--- config.mk ---
export PLATFORM = sky130hd
export DESIGN_NAME = perceptron_weight_update
export DESIGN_NICKNAME = d
export VERILOG_FILES = /design/src/rtl/perceptron_pkg.sv /design/src/rtl/fixed_sat_addsub.sv /design/src/rtl/perceptron_weight_update.sv
export SDC_FILE = /design/constraint.sdc
export NUM_CORES = 1
export LEC_CHECK = 0
export ABC_AREA = 1
export CAP_MARGIN = 20
export CORE_MARGIN = 1
export CORE_UTILIZATION = 50
export CTS_CLUSTER_SIZE = 24
export DETAILED_ROUTE_END_ITERATION = 10
export PLACE_DENSITY_LB_ADDON = 0.2
export SYNTH_ARGS = -nofsm -noshare
export SYNTH_HDL_FRONTEND = slang
export SYNTH_SLANG_ARGS = --single-unit
--- constraint.sdc ---
create_clock -name clk_i -period 6.9 [get_ports clk_i]
set_input_delay 0.69 -clock clk_i [delete_from_list [all_inputs] [get_ports clk_i]]
set_output_delay 0.69 -clock clk_i [all_outputs]
set_load 0.05 [all_outputs]
--- src/rtl/perceptron_pkg.sv ---
// Shared types and constants for the perceptron training path.
package perceptron_pkg;

    localparam int unsigned N_INPUTS_DEF = 4;
    localparam int unsigned SIGN_DEF     = 1;
    localparam int unsigned Q_M_DEF      = 16;
    localparam int unsigned Q_N_DEF      = 16;
    localparam int unsigned LR_SHIFT_DEF = 4;

    function automatic int unsigned calc_w(input int unsigned sign_bits,
                                           input int unsigned q_m,
                                           input int unsigned q_n);
        return sign_bits + q_m + q_n;
    endfunction

    localparam int unsigned W_DEF = calc_w(SIGN_DEF, Q_M_DEF, Q_N_DEF);

    typedef enum logic [1:0] {
        ST_IDLE,
        ST_UPDATE,
        ST_BIAS,
        ST_DONE
    } state_e;

    typedef logic signed [W_DEF-1:0] fixed_t;

    localparam fixed_t FIXED_ONE = fixed_t'(1) << Q_N_DEF;

endpackage

--- src/rtl/fixed_sat_addsub.sv ---
// Signed fixed-point add/subtract with clamping to the W-bit two's complement range.
module fixed_sat_addsub
    import perceptron_pkg::*;
#(
    parameter int unsigned W = 33
) (
    input  logic signed [W-1:0] a_i,
    input  logic signed [W-1:0] b_i,
    input  logic                sub_i,
    output logic signed [W-1:0] sum_c_o
);

    localparam logic signed [W-1:0] MAX_V = {1'b0, {(W-1){1'b1}}};
    localparam logic signed [W-1:0] MIN_V = {1'b1, {(W-1){1'b0}}};

    logic signed [W:0] a_ext;
    logic signed [W:0] b_ext;
    logic signed [W:0] raw;

    assign a_ext = {a_i[W-1], a_i};
    assign b_ext = {b_i[W-1], b_i};
    assign raw   = sub_i ? (a_ext - b_ext) : (a_ext + b_ext);

    // Top two bits disagree only when the true result left the W-bit range.
    always_comb begin
        sum_c_o = raw[W-1:0];
        if (raw[W] != raw[W-1]) begin
            sum_c_o = raw[W] ? MIN_V : MAX_V;
        end
    end

endmodule

--- src/rtl/perceptron_weight_update.sv ---
// Perceptron learning-rule engine: owns weights/bias and updates them serially.
// Optional direct weight loading in IDLE is enabled by PERCEPTRON_WEIGHT_LOAD_EN.
module perceptron_weight_update
    import perceptron_pkg::*;
#(
    parameter int unsigned N_INPUTS = N_INPUTS_DEF,
    parameter int unsigned SIGN     = SIGN_DEF,
    parameter int unsigned Q_M      = Q_M_DEF,
    parameter int unsigned Q_N      = Q_N_DEF,
    parameter int unsigned LR_SHIFT = LR_SHIFT_DEF,
    localparam int unsigned W       = calc_w(SIGN, Q_M, Q_N)
`ifdef PERCEPTRON_WEIGHT_LOAD_EN
   ,localparam int unsigned LD_W    = $clog2(N_INPUTS + 1)
`endif
) (
    input  logic                  clk_i,
    input  logic                  rst_i,
    input  logic                  start_i,
    input  logic                  target_i,
    input  logic                  activation_i,
    input  logic [N_INPUTS*W-1:0] x_i,
    output logic [N_INPUTS*W-1:0] weights_o,
    output logic [W-1:0]          bias_o,
    output logic                  busy_o,
    output logic                  done_o,
    output logic [15:0]           err_count_o
`ifdef PERCEPTRON_WEIGHT_LOAD_EN
   ,input  logic                  load_i,
    input  logic [LD_W-1:0]       load_idx_i,
    input  logic [W-1:0]          load_data_i
`endif
);

    localparam int unsigned IDX_W = (N_INPUTS > 1) ? $clog2(N_INPUTS) : 1;
    localparam logic signed [W-1:0] BIAS_STEP = W'(1) << (Q_N - LR_SHIFT);

    state_e                state_q, state_d;
    logic [IDX_W-1:0]      idx_q, idx_d;
    logic                  sub_q, sub_d;
    logic signed [W-1:0]   x_q [N_INPUTS];
    logic signed [W-1:0]   x_d [N_INPUTS];
    logic signed [W-1:0]   w_q [N_INPUTS];
    logic signed [W-1:0]   w_d [N_INPUTS];
    logic signed [W-1:0]   bias_q, bias_d;
    logic [15:0]           err_cnt_q, err_cnt_d;
    logic                  busy_q, busy_d;
    logic                  done_q, done_d;

    logic signed [W-1:0]   op_a;
    logic signed [W-1:0]   op_b;
    logic signed [W-1:0]   sum_c;

    // One shared saturating adder serves both the weight and bias steps.
    always_comb begin
        op_a = bias_q;
        op_b = BIAS_STEP;
        if (state_q == ST_UPDATE) begin
            for (int k = 0; k < N_INPUTS; k++) begin
                if (idx_q == IDX_W'(k)) begin
                    op_a = w_q[k];
                    op_b = x_q[k] >>> LR_SHIFT;
                end
            end
        end
    end

    fixed_sat_addsub #(
        .W (W)
    ) u_addsub (
        .a_i     (op_a),
        .b_i     (op_b),
        .sub_i   (sub_q),
        .sum_c_o (sum_c)
    );

    always_ff @(posedge clk_i) begin
        if (rst_i) begin
            state_q   <= ST_IDLE;
            idx_q     <= '0;
            sub_q     <= 1'b0;
            bias_q    <= '0;
            err_cnt_q <= '0;
            busy_q    <= 1'b0;
            done_q    <= 1'b0;
            for (int k = 0; k < N_INPUTS; k++) begin
                w_q[k] <= '0;
                x_q[k] <= '0;
            end
        end else begin
            state_q   <= state_d;
            idx_q     <= idx_d;
            sub_q     <= sub_d;
            bias_q    <= bias_d;
            err_cnt_q <= err_cnt_d;
            busy_q    <= busy_d;
            done_q    <= done_d;
            for (int k = 0; k < N_INPUTS; k++) begin
                w_q[k] <= w_d[k];
                x_q[k] <= x_d[k];
            end
        end
    end

    always_comb begin
        state_d   = state_q;
        idx_d     = idx_q;
        sub_d     = sub_q;
        bias_d    = bias_q;
        err_cnt_d = err_cnt_q;
        for (int k = 0; k < N_INPUTS; k++) begin
            w_d[k] = w_q[k];
            x_d[k] = x_q[k];
        end

        case (state_q)
            ST_IDLE: begin
`ifdef PERCEPTRON_WEIGHT_LOAD_EN
                if (load_i) begin
                    // Index N_INPUTS addresses the bias.
                    if (load_idx_i == LD_W'(N_INPUTS)) begin
                        bias_d = load_data_i;
                    end
                    for (int k = 0; k < N_INPUTS; k++) begin
                        if (load_idx_i == LD_W'(k)) begin
                            w_d[k] = load_data_i;
                        end
                    end
                end else
`endif
                if (start_i) begin
                    for (int k = 0; k < N_INPUTS; k++) begin
                        x_d[k] = x_i[k*W +: W];
                    end
                    if (target_i == activation_i) begin
                        state_d = ST_DONE;
                    end else begin
                        // err = -1 exactly when the activation fired wrongly.
                        sub_d = activation_i;
                        idx_d = '0;
                        if (err_cnt_q != 16'hFFFF) begin
                            err_cnt_d = err_cnt_q + 16'd1;
                        end
                        state_d = ST_UPDATE;
                    end
                end
            end

            ST_UPDATE: begin
                for (int k = 0; k < N_INPUTS; k++) begin
                    if (idx_q == IDX_W'(k)) begin
                        w_d[k] = sum_c;
                    end
                end
                if (idx_q == IDX_W'(N_INPUTS - 1)) begin
                    state_d = ST_BIAS;
                end else begin
                    idx_d = idx_q + IDX_W'(1);
                end
            end

            ST_BIAS: begin
                bias_d  = sum_c;
                state_d = ST_DONE;
            end

            ST_DONE: begin
                state_d = ST_IDLE;
            end

            default: begin
                state_d = ST_IDLE;
            end
        endcase

        busy_d = (state_d != ST_IDLE);
        done_d = (state_d == ST_DONE);
    end

    for (genvar g = 0; g < N_INPUTS; g++) begin : g_wout
        assign weights_o[g*W +: W] = w_q[g];
    end

    assign bias_o      = bias_q;
    assign busy_o      = busy_q;
    assign done_o      = done_q;
    assign err_count_o = err_cnt_q;

endmodule

==> metrics <==
Die X=between 150 and 200 um; adder-cell share of the synthesized area=2.91%; routed vias/inst=5.47; Clock Tree Root=clkbuf_16; WP data arrival=6570 ps; FP Rows=68; mux share of post-synthesis cell area=0%; slowest CP cell=buf_4; Min Hold Slack=454 ps; Die Ht=189 um; XOR/XNOR Fraction of Synth Area=2.81%; die area=0.0357 mm2; starting density of the core=50.7%; DRT iter0 DRCs=1833; post-synthesis simple-gate area fraction=25.5%; antenna-violating nets left=0; Syn-to-layout area delta=24.0%; startpoint types=register; Seq/Total Area, Yosys=a little over a third; pwr dens=331 mW/mm2; core area=~0.034 mm2; initial antenna violation count=0; Max IR drop VDD=0.189 mV; min-delay src=x_q[3][9]; Hold WC Path Type=reg2reg; Pleak=9.91 nW; Final min period=6150 ps; Max-slew headroom=29.8%; synth unique cells=45; setup_tns=0 ps; period utilization=89.2%; Inserted Clock Buffers=34; layout cell share with drive strength beyond 1=3.39%; Hold Vio Cnt, Final=0; CP required=7310 ps; Antenna diodes=0; final wirelength=57.0 mm; DR pass1 iterations=6; hpwl dp=39.9 mm; CP Launch Point=idx_q[0]; status=finished clean; NetSw=roughly 0.0032 W; Final Util=a little over three fifths; clock skew=between 15 and 20 ps; CTS tree=done; critical path capture point type=register; origin of the critical flop-to-flop path=idx_q[0]; quantity of gates resized following cts=0; Clock Tree Buf Depth=3; first-pass GRT wire length=89.5 mm; Final #Nets=3078; post-placement cell area=0.0206 mm2; Post-synth top flop=dfxtp_1; RSZ-0062 raised after global routing=false; Slew Viols, Final=0; Tot GR Track Use=31.2%; largest net degree at the start of global routing=128; vias post-DR=18500; cells after synthesis=around 2700; CP Class=reg2reg; htree depth=2; IO Pins=320; Post-synth EDFFs=0; net count after synthesis=2878; fill count=about 3300; Post-route DRC=0; grt total ovfl=0; worst-path maximum fanout=64; total of max-cap violations=0; Post-synth ARST share=0%; YS warnings=0; average size of a mapped cell=6.47 um2; Cell Int Power=0.00397 W; final instance area=~0.022 mm2; gpl congestion=0.947; Clk network pwr share=24.1%; Seq pwr share=28.7%; setup violators final=0; flops & latches, synth=304; Mapped Area=0.0175 mm2; input/output buffers=303; Reg clk slew, reported paths=60 ps; CP max stage delay=600 ps; Sw Ratio=about 45%; largest family of logic cells by synthesized area=simple AND/OR/NAND/NOR gates; Clk Latency, worst-skew pair=520 ps; combinational power share=47.2%; Max Clk Rate=0.162 GHz; hold_buf cts=0; Least-Margin Pin Slew=1050 ps; wire per inst=around 17 um; Post-CTS Setup Inserts=0; vias in the first global route=17100; # clock sinks=304; post-synthesis compound-gate area fraction=20.6%
[worst paths after layout]
check / slack, ps / end / depth (start not counted)
hold / removal: 450 / x_q[3][9] / 2
setup / recovery: 750 / w_q[0][1] / 29
hold reg to reg: 450 / x_q[3][9] / 2
setup reg to reg: 750 / w_q[0][1] / 29
[state kept, by name, summed over array words and instances (netlist names)]
| register | count |
|---|---|
| bias_o | 33 |
| idx_q | 2 |
| sub_q | 1 |
| w_q | 132 |
| err_count_o | 16 |
| busy_o | 1 |
| done_o | 1 |
| x_q | 116 |
| state_q | 2 |
[power groups by stage]
stage	registers (W)	clock network [W]	logic (W)
finish	0.00206	0.00172	0.00338
global route	0.00208	0.00183	0.00368
CTS	0.00206	0.00175	0.00332
detailed placement	0.00209	0	0.00331
global placement	0.00209	0	0.00326
floorplan	0.00239	0	0.00203
[through the flow]
step	std cells	power, W	worst slack [ps]
floorplan	2701	0.00443	2470
global route	3375	0.00758	219
detailed placement	3320	0.00540	852
global placement	3320	0.00535	979
finish	3375	0.00716	746
CTS	3375	0.00713	810
[cell type report]
| cell class | instances | area [um2] | area share [%] |
|---|---|---|---|
| Tap cell | 455 | 569 | 2.63 |
| Inverter | 421 | 1580 | 7.31 |
| Clock inverter | 4 | 20.0 | 0.0924 |
| Clock buffer | 51 | 1020 | 4.70 |
| Sequential cell | 304 | 6090 | 28.1 |
| Multi-Input combinational cell | 1807 | 9080 | 42.0 |
| Timing Repair Buffer | 333 | 3290 | 15.2 |
[cells by family after synthesis]
logic type               after synthesis
buffers and inverters                590
adder cells (fa/ha/maj)               40
flip-flops                           304
AND/OR/NAND/NOR                     1087
XOR/XNOR                              56
AO/OA/AOI/OAI                        624
[worst max-delay path: cells and delay by family (launching register included)]
family	cells	cell delay, ps
fa+ha+maj	2	690
simple gates	16	2600
compound gates	4	790
buf+inv	6	1350
flops	1	360
xor+xnor	1	170
[layout by cell type, fill, tap and decap left out, drive strengths merged]
| cell | netlist | layout |
|---|---|---|
| nand2 | 559 | 559 |
| inv | 421 | 420 |
| dfxtp | 304 | 304 |
| clkdlybuf4s50 | 0 | 302 |
| nor2 | 271 | 271 |
| o21ai | 232 | 232 |
| a21oi | 218 | 218 |
| nand3 | 218 | 218 |
| o21a | 81 | 81 |
| clkbuf | 112 | 51 |
| xor2 | 42 | 42 |
| ha | 39 | 39 |
| o211ai | 31 | 31 |
| o221ai | 31 | 31 |
| buf | 57 | 31 |
| nor3 | 21 | 21 |
| xnor2 | 14 | 14 |
| nand4 | 11 | 11 |
| a31oi | 7 | 7 |
| o21bai | 6 | 6 |
| clkinv | 0 | 5 |
| a211oi | 4 | 4 |
| a21o | 3 | 3 |
| a21boi | 3 | 3 |
| o22ai | 2 | 2 |
| nor4 | 2 | 2 |
| or2 | 2 | 2 |
| and2 | 1 | 1 |
| o31ai | 1 | 1 |
| a221oi | 1 | 1 |
| nand3b | 1 | 1 |
| o2111ai | 1 | 1 |
| a2111oi | 1 | 1 |
| a41oi | 1 | 1 |
| a2bb2oi | 1 | 1 |
| nor3b | 1 | 1 |
| fa | 1 | 1 |
[metal layers]
layer / global-route usage [%] / routed length (um)
met5: 0 / 0
met4: 11.1 / 1880
met3: 3.71 / 4580
met2: 50.2 / 25500
met1: 42.8 / 25000
[synthesized netlist by cell type, types with 2 or more instances]
cell type / count / area share [%]
o22ai_1: 2 / 0.072
inv_2: 4 / 0.086
clkbuf_1: 112 / 2.4
nand4_1: 11 / 0.39
nor2_1: 270 / 5.8
o21bai_1: 6 / 0.26
nand2_2: 4 / 0.14
nand3_1: 217 / 6.2
nor3_1: 21 / 0.60
o21a_1: 81 / 3.5
a211oi_1: 4 / 0.17
o221ai_1: 31 / 1.6
dfxtp_1: 304 / 35
buf_2: 16 / 0.46
a31oi_1: 7 / 0.25
buf_6: 12 / 0.77
a21o_1: 3 / 0.13
o211ai_1: 31 / 1.3
ha_1: 39 / 2.8
inv_1: 417 / 9.0
buf_1: 26 / 0.56
xor2_1: 42 / 2.1
nand2_1: 554 / 12
buf_4: 3 / 0.13
o21ai_0: 231 / 6.6
a21oi_1: 218 / 6.2
a21boi_0: 3 / 0.13
xnor2_1: 14 / 0.70
nor4_1: 2 / 0.072
Power figures use the tool's default switching activity.
==> RTL edit, RTL diff (same flow settings) <==
The 4 states of `state_e` get a one-hot encoding in 4 bits.
--- a/src/rtl/perceptron_pkg.sv
+++ b/src/rtl/perceptron_pkg.sv
@@ -17,7 +17,7 @@
 
-    typedef enum logic [1:0] {
-        ST_IDLE,
-        ST_UPDATE,
-        ST_BIAS,
-        ST_DONE
+    typedef enum logic [3:0] {
+        ST_IDLE   = 4'b0001,
+        ST_UPDATE = 4'b0010,
+        ST_BIAS   = 4'b0100,
+        ST_DONE   = 4'b1000
     } state_e;
Formal check against the unedited RTL: no difference found for any inputs over 4 cycles, from zero or initial values and one cycle with rst_i high; so few cycles prove little.
==> RTL edit against the unedited design <==
Utilization is 0.79 points higher; worst setup slack better by 0.043 ns; design area decreased by 0.72%; synthesized area shrank 0.78%; sequential cell count up 2; die area shrank 0.78%; maximum frequency grew 0.71%; first-iteration DRC count decreased by 13%; worst hold slack hardly changed; synthesized cell count shrank 3.7%; wire length rose by 1.8%; count of clock-buffer cells in the layout is 5 higher.
Power is not compared: it rests on default switching activity, and its combinational part moved more than twofold at a synthesized area within 25%.
==> RTL edit: results (changes against the unedited design) <==
| Metric | Value |
|---|---|
| Reg2Reg Setup Slack | 0.79 ns (+0.04 ns) |
| Post-synth cell types | 44 (-2.2%) |
| Leading area contributor after synthesis | dfxtp_1 |
| First-pass GRT wire length | 91900 um (+2.7%) |
| Initial antenna violation count | 1 (+1) |
| Synthesized Nets | 2777 (-3.5%) |
| Hold slack | 0.4538 ns (-0.0004760 ns) |
| Htree depth | 2 (unchanged) |
| Leakage | around 9.4 nW |
| RR Endpoint | w_q[2][1] |
| Pre-CTS setup slack | 0.9974 ns (+0.1452 ns) |
| Least-Margin Pin Slew | 1.130 ns (+0.07637 ns) |
| Post-synth top cells | 637 x nand2_1, 360 x inv_1, 306 x dfxtp_1 |
| CTS clk-pin slew, worst paths | 0.06 ns (about the same) |
| WL final | 58000 um (+1.8%) |
| Sequential area share after synthesis | 0.3534 (+0.005051) |
| Total GRT Usage | 0.3224 (+0.01092) |
| Hold Crit Start | x_q[2][25] |
| Run status | completed |
| Max IR drop VDD | about 160 uV |
| Critical path's slowest cell | buf_12 |
| Worst EP arrival | 6.48 ns (-0.09 ns) |
| Layout Skew | 0.02258 ns (+0.007072 ns) |
| Crit-path max FO | 142 (+120%) |
| Layout cells sized above 1 | 0.03860 (+0.004694) |
| Syn Inst Count | 2600 (-3.7%) |
| DR pass1 iterations | 5 (-1) |
| Ys async rst share | 0 (unchanged) |
| Number of nets in the layout | 2979 (-3.2%) |
| Cells resized by post-CTS repair | 0 (unchanged) |
| Synth top area cells | dfxtp_1 35%, nand2_1 14%, a21oi_1 8.6% |
| DR vias | 18173 (-1.5%) |
| Placed cell area | 20380 sq um (-1.1%) |
| Vias per cell | 5.554 (+1.5%) |
| Vias in the first global route | 17209 (+0.61%) |
| Detailed placement HPWL | 40330 um (+1.1%) |
| Hold EP | x_q[2][25] |
| RR Startpoint | idx_q[1] |
| Placer Congestion | 0.9321 (-1.6%) |
| Largest net degree at the start of global routing | 143 (+12%) |
| 1st-iter DRT viols | 1593 (-13%) |
| # fillers | 3105 (-5.0%) |
| Max incr delay on CP | 0.42 ns (-0.18 ns) |
| Total CTS buffers | 35 (+2.9%) |
| Cells after DPL | 3213 (-3.2%) |
RTL edit: cell types whose count changed in the layout (fill, tap and decap cells not counted), moves of 6 or more:
cell      unedited run  this run
o211ai_1            31        60
o21ai_0            231       145
nand2_1            553       636
nor3_1              21        11
a21oi_1            218       299
inv_1              412       357
clkbuf_8             4        10
nor2_1             267       113
xnor2_1             14        22
RTL edit: worst max-delay path by stage:
| stage | endpoint | slack (ns) | depth (start not counted) |
|---|---|---|---|
| after floorplan | w_q[1][2] | 2.40 | 33 |
| after global placement | w_q[0][1] | 1.09 | 27 |
| after detailed placement | w_q[2][1] | 1.0 | 27 |
| after CTS | w_q[2][1] | 0.99 | 29 |
| after global routing | w_q[1][0] | 0.30 | 29 |
| final | w_q[2][1] | 0.79 | 29 |
RTL edit: cells by family (layout without fill, tap and decap cells):
| logic type | after synthesis | in the layout | share of synthesized area |
|---|---|---|---|
| AND/OR/NAND/NOR | 1012 | 1012 | 0.2421 |
| AO/OA/AOI/OAI | 646 | 646 | 0.2179 |
| buffers and inverters | 535 | 759 | 0.1265 |
| flip-flops | 306 | 306 | 0.3534 |
| XOR/XNOR | 61 | 61 | 0.03082 |
| adder cells (fa/ha/maj) | 40 | 40 | 0.02931 |
RTL edit: per-layer routing:
layer	vias to the layer above	GRT usage	part of all wire
li1	8848	-	-
met1	8402	0.4294	0.43
met2	802	0.5312	0.46
met3	121	0.04675	0.075
met4	0	0.1126	0.031
met5	-	0	0
RTL edit: area by class of cell:
class                      count  area [sq um]  area share
clock buffer                  56          1097     0.05104
sequential                   306          6126      0.2849
tap                          448         560.5     0.02607
inverter                     367          1380     0.06419
multi-input combinational   1759          9049      0.4209
timing repair buffer         333          3268      0.1520
clock inverter                 3         17.52   0.0008148
RTL edit: power by group:
part | total [mW] | leakage (nW) | switching (mW) | internal, mW
registers | 1.88 | 2.49 | 0.0395 | 1.84
logic | 0.638 | 6.37 | 0.422 | 0.216
clock network | 1.81 | 0.546 | 0.724 | 1.08
total | 4.33 | 9.40 | 1.19 | 3.14
RTL edit: worst max-delay path, delay by kind of cell (launching register included):
family                   cells  cell delay [ns]
buffers and inverters        5             1.01
flip-flops                   1             0.38
AO/OA/AOI/OAI                5             0.96
XOR/XNOR                     1             0.22
adder cells (fa/ha/maj)      3             0.74
AND/OR/NAND/NOR             15             2.47
